`src/rtl/vga_timing_pkg.sv`:
```
// Shared VGA timing constants, counter and colour types for the sync generator
// and its optional colour-bar source.
package vga_timing_pkg;

    localparam int unsigned H_ACTIVE_DEF = 640;
    localparam int unsigned H_FP_DEF     = 16;
    localparam int unsigned H_SYNC_DEF   = 96;
    localparam int unsigned H_BP_DEF     = 48;
    localparam int unsigned V_ACTIVE_DEF = 480;
    localparam int unsigned V_FP_DEF     = 10;
    localparam int unsigned V_SYNC_DEF   = 2;
    localparam int unsigned V_BP_DEF     = 33;

    localparam int unsigned H_TOTAL = H_ACTIVE_DEF + H_FP_DEF + H_SYNC_DEF + H_BP_DEF;
    localparam int unsigned V_TOTAL = V_ACTIVE_DEF + V_FP_DEF + V_SYNC_DEF + V_BP_DEF;

    localparam int unsigned CNT_W     = 10;
    localparam int unsigned BAR_WIDTH = 80;

    typedef logic [CNT_W-1:0] cnt_t;

    typedef struct packed {
        logic [3:0] r;
        logic [3:0] g;
        logic [3:0] b;
    } rgb444_t;

    // Bars are numbered right-to-left so the leftmost bar is white (7).
    function automatic logic [2:0] bar_of(input cnt_t x);
        cnt_t idx;
        idx = x / cnt_t'(BAR_WIDTH);
        return 3'd7 - idx[2:0];
    endfunction

endpackage

```
`src/rtl/vga_sync_gen_if.sv`:
```
// Pixel/sync bundle between the VGA sync generator (master) and the upstream
// pixel source / DAC side (slave).
interface vga_sync_gen_if;
    import vga_timing_pkg::*;

    logic [3:0] PIX_R;
    logic [3:0] PIX_G;
    logic [3:0] PIX_B;
    cnt_t       PIX_X;
    cnt_t       PIX_Y;
    logic       DE;
    logic       PIX_TICK;
    logic       FRAME_START;
    logic [3:0] VGA_R;
    logic [3:0] VGA_G;
    logic [3:0] VGA_B;
    logic       VGA_HS;
    logic       VGA_VS;

    modport master (
        input  PIX_R, PIX_G, PIX_B,
        output PIX_X, PIX_Y, DE, PIX_TICK, FRAME_START,
        output VGA_R, VGA_G, VGA_B, VGA_HS, VGA_VS
    );

    modport slave (
        output PIX_R, PIX_G, PIX_B,
        input  PIX_X, PIX_Y, DE, PIX_TICK, FRAME_START,
        input  VGA_R, VGA_G, VGA_B, VGA_HS, VGA_VS
    );

endinterface

```
`src/rtl/vga_pattern_gen.sv`:
```
// Eight vertical colour bars, 80 pixels wide, selected from the horizontal counter.
// Only compiled when VGA_TEST_PATTERN_EN is defined.
`ifdef VGA_TEST_PATTERN_EN
module vga_pattern_gen
    import vga_timing_pkg::*;
(
    input  cnt_t    pix_x,
    output rgb444_t rgb
);

    logic [2:0] bar;

    always_comb begin
        bar   = bar_of(pix_x);
        rgb.r = {4{bar[2]}};
        rgb.g = {4{bar[1]}};
        rgb.b = {4{bar[0]}};
    end

endmodule
`endif

```
`src/rtl/vga_sync_gen.sv`:
```
// VGA timing generator: 25 MHz pixel enable from 50 MHz, 10-bit x/y counters,
// registered active-low syncs and blanked colour. VGA_TEST_PATTERN_EN swaps the
// upstream colour for built-in colour bars.
module vga_sync_gen
    import vga_timing_pkg::*;
#(
    parameter int unsigned H_ACTIVE = H_ACTIVE_DEF,
    parameter int unsigned H_FP     = H_FP_DEF,
    parameter int unsigned H_SYNC   = H_SYNC_DEF,
    parameter int unsigned H_BP     = H_BP_DEF,
    parameter int unsigned V_ACTIVE = V_ACTIVE_DEF,
    parameter int unsigned V_FP     = V_FP_DEF,
    parameter int unsigned V_SYNC   = V_SYNC_DEF,
    parameter int unsigned V_BP     = V_BP_DEF
) (
    input  logic           MAX10_CLK1_50,
    input  logic           RESET_N,
    vga_sync_gen_if.master vga
);

    localparam int unsigned H_TOT = H_ACTIVE + H_FP + H_SYNC + H_BP;
    localparam int unsigned V_TOT = V_ACTIVE + V_FP + V_SYNC + V_BP;

    localparam cnt_t H_LAST   = cnt_t'(H_TOT - 1);
    localparam cnt_t V_LAST   = cnt_t'(V_TOT - 1);
    localparam cnt_t H_ACT_C  = cnt_t'(H_ACTIVE);
    localparam cnt_t V_ACT_C  = cnt_t'(V_ACTIVE);
    localparam cnt_t HS_START = cnt_t'(H_ACTIVE + H_FP);
    localparam cnt_t HS_END   = cnt_t'(H_ACTIVE + H_FP + H_SYNC);
    localparam cnt_t VS_START = cnt_t'(V_ACTIVE + V_FP);
    localparam cnt_t VS_END   = cnt_t'(V_ACTIVE + V_FP + V_SYNC);

    logic    tick_q, tick_d;
    cnt_t    x_q, x_d;
    cnt_t    y_q, y_d;
    logic    hs_q, hs_d;
    logic    vs_q, vs_d;
    rgb444_t rgb_q, rgb_d;

    logic    de;
    logic    x_wrap;
    rgb444_t pix_src;

`ifdef VGA_TEST_PATTERN_EN
    vga_pattern_gen u_pattern (
        .pix_x (x_q),
        .rgb   (pix_src)
    );
`else
    assign pix_src = '{r: vga.PIX_R, g: vga.PIX_G, b: vga.PIX_B};
`endif

    assign de     = (x_q < H_ACT_C) && (y_q < V_ACT_C);
    assign x_wrap = (x_q == H_LAST);

    always_comb begin
        // NOTE: every output of this block gets a default first, so no path
        // leaves a value unassigned and no latch is inferred.
        tick_d = ~tick_q;
        x_d    = x_q;
        y_d    = y_q;
        hs_d   = hs_q;
        vs_d   = vs_q;
        rgb_d  = rgb_q;
        if (tick_q) begin
            x_d = x_wrap ? '0 : x_q + 1'b1;
            if (x_wrap) begin
                y_d = (y_q == V_LAST) ? '0 : y_q + 1'b1;
            end
            // Syncs and colour describe the coordinate being left, so they
            // trail PIX_X/PIX_Y/DE by exactly one tick.
            hs_d  = !((x_q >= HS_START) && (x_q < HS_END));
            vs_d  = !((y_q >= VS_START) && (y_q < VS_END));
            rgb_d = de ? pix_src : '0;
        end
    end

    // NOTE: state flops use non-blocking assignments so every register samples
    // the pre-edge values computed above, independent of statement order.
    always_ff @(posedge MAX10_CLK1_50 or negedge RESET_N) begin
        if (!RESET_N) begin
            tick_q <= 1'b0;
            x_q    <= '0;
            y_q    <= '0;
            hs_q   <= 1'b1;
            vs_q   <= 1'b1;
            rgb_q  <= '0;
        end else begin
            tick_q <= tick_d;
            x_q    <= x_d;
            y_q    <= y_d;
            hs_q   <= hs_d;
            vs_q   <= vs_d;
            rgb_q  <= rgb_d;
        end
    end

    assign vga.PIX_X       = x_q;
    assign vga.PIX_Y       = y_q;
    assign vga.DE          = de;
    assign vga.PIX_TICK    = tick_q;
    assign vga.FRAME_START = tick_q && (x_q == '0) && (y_q == '0);
    assign vga.VGA_HS      = hs_q;
    assign vga.VGA_VS      = vs_q;
    assign vga.VGA_R       = rgb_q.r;
    assign vga.VGA_G       = rgb_q.g;
    assign vga.VGA_B       = rgb_q.b;

endmodule
```
`src/flat_wrapper.sv`:
```
// flat-port wrapper written by rule: the top's interface ports become plain ports
module vga_sync_gen_flat import vga_timing_pkg::*;
#(
    parameter int unsigned H_ACTIVE = H_ACTIVE_DEF,
    parameter int unsigned H_FP     = H_FP_DEF,
    parameter int unsigned H_SYNC   = H_SYNC_DEF,
    parameter int unsigned H_BP     = H_BP_DEF,
    parameter int unsigned V_ACTIVE = V_ACTIVE_DEF,
    parameter int unsigned V_FP     = V_FP_DEF,
    parameter int unsigned V_SYNC   = V_SYNC_DEF,
    parameter int unsigned V_BP     = V_BP_DEF
)
  (MAX10_CLK1_50, RESET_N, vga_PIX_R, vga_PIX_G, vga_PIX_B, vga_PIX_X, vga_PIX_Y, vga_DE, vga_PIX_TICK, vga_FRAME_START, vga_VGA_R, vga_VGA_G, vga_VGA_B, vga_VGA_HS, vga_VGA_VS);
  vga_sync_gen_if vga_i ();
  input  logic MAX10_CLK1_50;
  input  logic RESET_N;
  input wire logic [$bits(vga_i.PIX_R)-1:0] vga_PIX_R;
  input wire logic [$bits(vga_i.PIX_G)-1:0] vga_PIX_G;
  input wire logic [$bits(vga_i.PIX_B)-1:0] vga_PIX_B;
  output wire logic [$bits(vga_i.PIX_X)-1:0] vga_PIX_X;
  output wire logic [$bits(vga_i.PIX_Y)-1:0] vga_PIX_Y;
  output wire logic [$bits(vga_i.DE)-1:0] vga_DE;
  output wire logic [$bits(vga_i.PIX_TICK)-1:0] vga_PIX_TICK;
  output wire logic [$bits(vga_i.FRAME_START)-1:0] vga_FRAME_START;
  output wire logic [$bits(vga_i.VGA_R)-1:0] vga_VGA_R;
  output wire logic [$bits(vga_i.VGA_G)-1:0] vga_VGA_G;
  output wire logic [$bits(vga_i.VGA_B)-1:0] vga_VGA_B;
  output wire logic [$bits(vga_i.VGA_HS)-1:0] vga_VGA_HS;
  output wire logic [$bits(vga_i.VGA_VS)-1:0] vga_VGA_VS;
  assign vga_i.PIX_R = vga_PIX_R;
  assign vga_i.PIX_G = vga_PIX_G;
  assign vga_i.PIX_B = vga_PIX_B;
  assign vga_PIX_X = vga_i.PIX_X;
  assign vga_PIX_Y = vga_i.PIX_Y;
  assign vga_DE = vga_i.DE;
  assign vga_PIX_TICK = vga_i.PIX_TICK;
  assign vga_FRAME_START = vga_i.FRAME_START;
  assign vga_VGA_R = vga_i.VGA_R;
  assign vga_VGA_G = vga_i.VGA_G;
  assign vga_VGA_B = vga_i.VGA_B;
  assign vga_VGA_HS = vga_i.VGA_HS;
  assign vga_VGA_VS = vga_i.VGA_VS;
  vga_sync_gen #(.H_ACTIVE(H_ACTIVE), .H_FP(H_FP), .H_SYNC(H_SYNC), .H_BP(H_BP), .V_ACTIVE(V_ACTIVE), .V_FP(V_FP), .V_SYNC(V_SYNC), .V_BP(V_BP)) u_core (.MAX10_CLK1_50(MAX10_CLK1_50), .RESET_N(RESET_N), .vga(vga_i));
endmodule
```
`config.mk`:
```
export PLATFORM = sky130hd
export DESIGN_NAME = vga_sync_gen_flat
export DESIGN_NICKNAME = d
export VERILOG_FILES = /design/src/rtl/vga_timing_pkg.sv /design/src/rtl/vga_sync_gen_if.sv /design/src/rtl/vga_pattern_gen.sv /design/src/rtl/vga_sync_gen.sv /design/src/flat_wrapper.sv
export SDC_FILE = /design/constraint.sdc
export NUM_CORES = 1
export LEC_CHECK = 0
export ABC_CLOCK_PERIOD_IN_PS = 2110
export CORE_MARGIN = 8
export CORE_UTILIZATION = 61
export CTS_CLUSTER_SIZE = 8
export DETAILED_ROUTE_END_ITERATION = 8
export DONT_BUFFER_PORTS = 1
export GPL_TIMING_DRIVEN = 0
export PLACE_DENSITY_LB_ADDON = 0.15
export SETUP_SLACK_MARGIN = 0.3
export SYNTH_ARGS = -nofsm -noshare
export SYNTH_HDL_FRONTEND = slang
export SYNTH_HIERARCHICAL = 1
export SYNTH_SLANG_ARGS = --single-unit
```
`constraint.sdc`:
```
create_clock -name MAX10_CLK1_50 -period 2.11 [get_ports MAX10_CLK1_50]
set_input_delay 0.3165 -clock MAX10_CLK1_50 [delete_from_list [all_inputs] [get_ports MAX10_CLK1_50]]
set_output_delay 0.3165 -clock MAX10_CLK1_50 [all_outputs]
set_load 0.02 [all_outputs]
```
==> impl_metrics.json, run 1 <==
{
  "status": "finished, final reports clean",
  "post-place-ws_ns": 0.121,
  "maxCapViolCount": 0,
  "p_int_mw": 0.891,
  "gp_congestion": 0.833,
  "routed_wl_mm": 4.23,
  "syn-instance-count": 169,
  "grt_setup_unrepaired": "true",
  "dieHeight_um": 68.6,
  "end_kind": "output port",
  "synth_edf_count": 0,
  "fin_ws_ns": 0.0380,
  "synth-seq-cells": 35,
  "via_per_inst": 6.37,
  "clk_latency_ns": 0.33,
  "io_pins": 51,
  "cp.arrival_ns": 1.76,
  "power_density_nw_per_um2": 543,
  "cts.htree.levels": 2,
  "combPwrFrac": 0.029,
  "drive_gt1_frac": 0.319,
  "async_reset_ff_frac": 1.00,
  "yosys_warnings": 6,
  "grt_max_degree": 36,
  "die_w_um": 68.6,
  "r2r_end": "u_core/vga.PIX_Y[4]$_DFFE_PN0P_",
  "synthAdderAreaFrac": 0.0296,
  "max_freq_ghz": 0.483,
  "synth_cell_types": 34,
  "drtPass1Iterations": 4,
  "slew_viol_final": 0,
  "r2r-start": "u_core/vga.PIX_X[0]$_DFFE_PN0P_",
  "antenna_found_initial": 0,
  "synth_top_family_by_area": "simple AND/OR/NAND/NOR gates",
  "crit_fanout": 6,
  "slowest_stage": "dfrtp_1",
  "power.switching_mw": 0.261,
  "drc": 0,
  "post_synth.cell_area_avg_um2": 10.0,
  "cts_root_buf": "clkbuf_4",
  "p_seq_frac": 0.614,
  "ant_nets": 0,
  "synth_ff_type": "dfrtp_1",
  "hold_start": "vga_PIX_G[1]",
  "synthSimpleGateAreaFrac": 0.221,
  "num_rows": 19,
  "clock_sinks": 35,
  "placed_area_um2": 1750,
  "syn-cell-area_um2": 1690,
  "die-area_um2": 4710,
  "grt_pass1_wl_mm": 6.18,
  "worstSetupPathType": "reg2out",
  "synth_compound_area_frac": 0.130,
  "area_growth_pct": 25.7,
  "nNetsFinal": 208,
  "io_buffers": 0,
  "numCtsBuffers": 5,
  "start_kind": "flip-flop",
  "swShare": 0.227,
  "worstPathCellList": "nor2_2 -> nand2_1 -> nor4_4",
  "crit_required_ns": 1.79,
  "avgRoutedWirePerCell_um": 19.0,
  "seq_area_frac_synth": 0.520,
  "hp-class": "in2reg",
  "core_area_um2": 2690,
  "track_usage": 0.175,
  "critPathMaxStageDelay_ns": 0.52,
  "synthMuxAreaShare": 0.00888,
  "period_share": 0.982,
  "worst_ir_drop_vdd_v": 0.000471,
  "skew_ns": 0.00902,
  "finalSetupViolations": 0,
  "dp_hpwl_mm": 2.70,
  "antenna_cells": 0,
  "grt_pass1_vias": 1292,
  "finish.utilization": 0.791,
  "tightest_slew_ns": 0.459,
  "p_leak_nw": 0.924,
  "via_count": 1415,
  "drt_iter0_drc": 104,
  "clk_path_buf_depth": 2,
  "hold_path_end": "u_core/vga.VGA_G[1]$_DFFE_PN0P_",
  "synth-xor-area-share": 0.0518,
  "min_period_ns": 2.07,
  "clk_pin_slew_ns": 0.10,
  "r2r_cells": 7,
  "finish.instance_area_um2": 2120,
  "slew_headroom": 0.694,
  "start_util": 0.629,
  "rrSetupSlack_ns": 0.17,
  "holdPathStages": 2,
  "cts_tree": "built",
  "gr-total-overflow": 0,
  "synth.net_count": 187,
  "clkPwrFrac": 0.357,
  "hold_violations": 0
}
worst max-delay path, delay by kind of cell, from the launching register on:
kind	cells	cell delay [ns]
AND/OR/NAND/NOR	3	0.91
flip-flops	1	0.52
flip-flops by register name (all words and copies together), names as in the netlist:
name	count
u_core/vga.PIX_Y	10
u_core/vga.VGA_R	4
u_core/vga.PIX_TICK	1
u_core/vga.VGA_VS	1
u_core/vga.VGA_B	4
u_core/vga.VGA_G	4
u_core/vga.PIX_X	10
u_core/vga.VGA_HS	1
kinds of logic after synthesis:
family | Yosys count
simple gates | 73
flops | 35
compound gates | 32
buf+inv | 14
xor+xnor | 10
fa+ha+maj | 4
mux | 1
synthesized netlist by cell type, types with 3 or more instances:
master     number  area [um^2]
clkbuf_1        4         15.0
buf_4           3         22.5
and3_1          5         31.3
xnor2_1         5         43.8
nand2_1        28          105
o21ai_0         9         45.0
nand3_1         9         45.0
and4_1          3         26.3
nor2_1         10         37.5
o2bb2ai_1      12          105
dfrtp_1        33          826
ha_1            4         50.1
inv_1           6         22.5
nor4_1          3         18.8
xor2_1          5         43.8
nand4_1         5         31.3
a21oi_1         5         25.0
how the worst max path moves through the flow:
stage	cells after the start	slack [ns]	start	endpoint
finish	3	0.04	u_core/vga.PIX_X[6]$_DFFE_PN0P_	vga_FRAME_START
global route	3	-0.09	u_core/vga.PIX_X[5]$_DFFE_PN0P_	vga_FRAME_START
CTS	5	-0.09	u_core/vga.PIX_Y[1]$_DFFE_PN0P_	vga_FRAME_START
detailed placement	6	0.12	u_core/vga.PIX_X[1]$_DFFE_PN0P_	u_core/vga.PIX_Y[9]$_DFFE_PN0P_
global placement	6	0.14	u_core/vga.PIX_X[1]$_DFFE_PN0P_	u_core/vga.PIX_Y[9]$_DFFE_PN0P_
floorplan	7	0.32	u_core/vga.PIX_X[1]$_DFFE_PN0P_	u_core/vga.PIX_Y[4]$_DFFE_PN0P_
metal layers:
metal  GRT usage  vias up  routed length [um]
li1            -      642                   -
met1       0.198      700                1690
met2       0.289       66                2070
met3      0.0679        7                 402
met4      0.0716        0                  62
met5           0        -                   0
layout make-up:
type	count	area, um^2
plain buffers	8	53.8
repair buffers	14	143
inverters	6	30.0
clock buffers	8	68.8
flip-flops and latches	35	893
well taps	31	38.8
multi-input cells	120	897
fillers	158	562
power by group through the flow:
stage | logic [mW] | registers (mW) | clock network, mW
final | 0.0336 | 0.708 | 0.412
after global routing | 0.0394 | 0.709 | 0.448
after CTS | 0.0318 | 0.707 | 0.421
after detailed placement | 0.0121 | 0.719 | 0
after global placement | 0.0103 | 0.719 | 0
after floorplan | 0.00963 | 0.716 | 0
placed cells by master, fill, tap and decap left out, types with 2 or more instances in the layout:
master / count
nand3_2: 2
clkbuf_1: 4
nand3_1: 7
buf_4: 9
nor4b_4: 2
and3_1: 5
and4_1: 3
dfstp_2: 2
clkbuf_8: 2
o2bb2ai_4: 3
inv_2: 4
a21oi_1: 4
dfrtp_2: 12
nor2_1: 9
o2bb2ai_1: 9
nor4_1: 2
ha_1: 2
xnor2_1: 5
xor2_1: 5
clkbuf_4: 5
nand4_1: 5
dfrtp_1: 21
o21ai_0: 9
nand2_1: 27
buf_6: 6
repair_timing:
item,CTS,global route
gates resized for setup,23,26
pin swaps,5,7
endpoints found under the setup margin,6,10
buffers inserted,8,4
gates cloned,0,0
hold buffers,2,0
endpoints found under the hold margin,35,0
metrics by stage:
step / power (mW) / setup TNS [ns] / hold WS, ns / instances
2_1_floorplan: 0.726 / 0 / 0.0209 / 169
3_3_place_gp: 0.730 / 0 / 0.0221 / 200
3_5_place_dp: 0.731 / 0 / 0.0219 / 200
4_1_cts: 1.16 / -0.0877 / 0.0948 / 218
5_1_grt: 1.20 / -0.0919 / 0.0872 / 222
6_report: 1.15 / 0 / 0.108 / 222
Power figures use the tool's default switching activity.
==> run 2, diff against run 1 <==
--- a/config.mk
+++ b/config.mk
@@ -7,7 +7,7 @@
 export LEC_CHECK = 0
 export ABC_CLOCK_PERIOD_IN_PS = 2110
 export CORE_MARGIN = 8
-export CORE_UTILIZATION = 61
+export CORE_UTILIZATION = 62
 export CTS_CLUSTER_SIZE = 8
 export DETAILED_ROUTE_END_ITERATION = 8
 export DONT_BUFFER_PORTS = 1
@@ -16,5 +16,4 @@
 export SETUP_SLACK_MARGIN = 0.3
 export SYNTH_ARGS = -nofsm -noshare
 export SYNTH_HDL_FRONTEND = slang
-export SYNTH_HIERARCHICAL = 1
 export SYNTH_SLANG_ARGS = --single-unit
==> run 2 against run 1 <==
Effect of this change: cell count unchanged; critical path type unchanged; die area grew 0.77%; clock power up 24%; highest routed layer unchanged.
==> impl_metrics.json, run 2 <==
{
  "synth-seq-cells": 35,
  "drive_gt1_frac": 0.272,
  "synthTopCellsByCount": "33 x dfrtp_1, 26 x nand2_1, 12 x o21ai_0, 12 x o2bb2ai_1",
  "crit_required_ns": 1.79,
  "finalSetupViolations": 0,
  "die_w_um": 68.9,
  "slew_headroom": 0.684,
  "synth_ff_type": "dfrtp_1",
  "end_kind": "output port",
  "area_growth_pct": 16.5,
  "yosys_warnings": 0,
  "antenna_found_initial": 0,
  "p_leak_nw": 0.849,
  "yosysMostFrequentCell": "dfrtp_1",
  "crit_fanout": 6,
  "grt_setup_unrepaired": "true",
  "synth_cell_types": 38,
  "hold_violations": 0,
  "multi_input_area_um2": 840,
  "gr-total-overflow": 0,
  "final_common_cell": "nand2_1",
  "synth.net_count": 193,
  "status": "finished, final reports clean",
  "maxCapViolCount": 0,
  "skew_ns": 0.0126,
  "clk_pin_slew_ns": 0.11,
  "n_fill_cell": 197,
  "drtPass1Iterations": 4,
  "avgRoutedWirePerCell_um": 18.7,
  "drt_iter0_drc": 143,
  "most-common-layout-cells": "26 x nand2_1, 18 x dfrtp_1, 15 x dfrtp_2, 12 x o2bb2ai_1, 10 x o21ai_0",
  "antenna_cells": 0,
  "via_count": 1418,
  "start_util": 0.640,
  "io_buffers": 0,
  "start_kind": "flip-flop",
  "async_reset_ff_frac": 1.00,
  "cp.arrival_ns": 1.67,
  "cts.htree.levels": 2,
  "grt_max_degree": 36,
  "seq_area_frac_synth": 0.506,
  "worstSetupPathType": "reg2out",
  "min_period_ns": 1.98,
  "slew_viol_final": 0,
  "dp_cells": 206,
  "nNetsFinal": 208,
  "cts_root_buf": "clkbuf_4",
  "io_pins": 51,
  "holdWs_ns": 0.0799,
  "yosysTopAreaCellShare": 0.476,
  "num_rows": 19,
  "grt_pass1_wl_mm": 6.80,
  "hp-class": "in2reg",
  "setup-tns-final_ns": 0,
  "syn-cell-area_um2": 1740,
  "grt_pass1_vias": 1404,
  "synth_top_cells_by_area": "dfrtp_1 48%, o2bb2ai_1 6.1%, nand2_1 5.6%",
  "routed_wl_mm": 4.15,
  "worst_ir_drop_vdd_v": 0.000646,
  "synth_top_cell_by_area": "dfrtp_1",
  "gp_congestion": 0.821,
  "track_usage": 0.192,
  "max_freq_ghz": 0.505,
  "clk_latency_ns": 0.35,
  "syn-instance-count": 175,
  "seqCellArea_um2": 897,
  "ant_nets": 0,
  "core_area_um2": 2710,
  "clk_path_buf_depth": 2,
  "via_per_inst": 6.39,
  "numCtsBuffers": 5,
  "dieHeight_um": 68.9,
  "die-area_um2": 4750,
  "cts_tree": "built",
  "dp_hpwl_mm": 2.93,
  "drc": 0,
  "post_synth.cell_area_avg_um2": 9.92,
  "synth_edf_count": 0,
  "power_density_nw_per_um2": 617,
  "period_share": 0.939,
  "layout.cells.non_filler": 222,
  "tightest_slew_ns": 0.475,
  "clock_sinks": 35
}
[run 2: final timing paths]
path	startpoint	end	slack, ns	cells after the start
max in group asynchronous	RESET_N	u_core.vga.VGA_HS$_DFFE_PN1P_	1.44	2
min	vga_PIX_B[2]	u_core.vga.VGA_B[2]$_DFFE_PN0P_	0.08	2
max reg2reg	u_core.vga.PIX_X[0]$_DFFE_PN0P_	u_core.vga.PIX_Y[5]$_DFFE_PN0P_	0.42	6
max	u_core.vga.PIX_Y[6]$_DFFE_PN0P_	vga_DE	0.13	4
min in group asynchronous	RESET_N	u_core.vga.PIX_Y[5]$_DFFE_PN0P_	0.42	2
min reg2reg	u_core.vga.VGA_VS$_DFFE_PN1P_	u_core.vga.VGA_VS$_DFFE_PN1P_	0.53	2
[run 2: cell type report]
| cell class | instances | area share |
|---|---|---|
| Sequential cell | 35 | 0.444 |
| Multi-Input combinational cell | 123 | 0.415 |
| Timing Repair Buffer | 8 | 0.0371 |
| Clock buffer | 6 | 0.0254 |
| Buffer | 7 | 0.0210 |
| Inverter | 10 | 0.0210 |
| Tap cell | 31 | 0.0192 |
| Clock inverter | 2 | 0.0173 |
[run 2: logic make-up (layout without fill, tap and decap cells)]
group                      Yosys count  in the layout  synth area share
xor gates and xnor gates             7              7            0.0353
buffers and inverters               17             33            0.0425
and+or+nand+nor                     75             75             0.237
DFF                                 35             35             0.506
AOI/OAI and AO/OA                   35             35             0.138
adders and majority gates            4              4            0.0288
muxes                                2              2            0.0115
[run 2: stage by stage]
step | instance area, um^2 | power, mW | setup slack (ns) | util
after CTS | 1990 | 1.25 | 0.111 | 0.734
after global routing | 2020 | 1.29 | 0.0793 | 0.746
final | 2020 | 1.25 | 0.128 | 0.746
after global placement | 1770 | 0.730 | 0.233 | 0.655
after detailed placement | 1770 | 0.731 | 0.225 | 0.655
after floorplan | 1740 | 0.726 | 0.351 | -
[run 2: routing by layer]
layer / vias to the layer above / global-route usage / wire, um
met5: - / 0 / 0
met4: 0 / 0.103 / 68
met3: 8 / 0.0775 / 370
met2: 48 / 0.291 / 2080
met1: 707 / 0.228 / 1630
li1: 655 / - / -
[run 2: report_power, final]
part           switching (mW)  internal, mW
Sequential             0.0237         0.682
Clock                   0.232         0.280
Combinational          0.0191        0.0106
Total                   0.274         0.973
[run 2: worst max-delay path, cell delays in order (launching register included)]
cell and delay [ns]:
dfrtp_2 0.50, and4_4 0.24, or3b_4 0.38, buf_6 0.14, inv_6 0.06
[run 2: timing repair]
action / 4_1_cts / 5_1_grt
buffers inserted: 4 / 2
gates resized for setup: 25 / 10
setup endpoints to repair: 5 / 8
hold buffers: 2 / 0
pin swaps: 5 / 5
endpoints found under the hold margin: 35 / 0
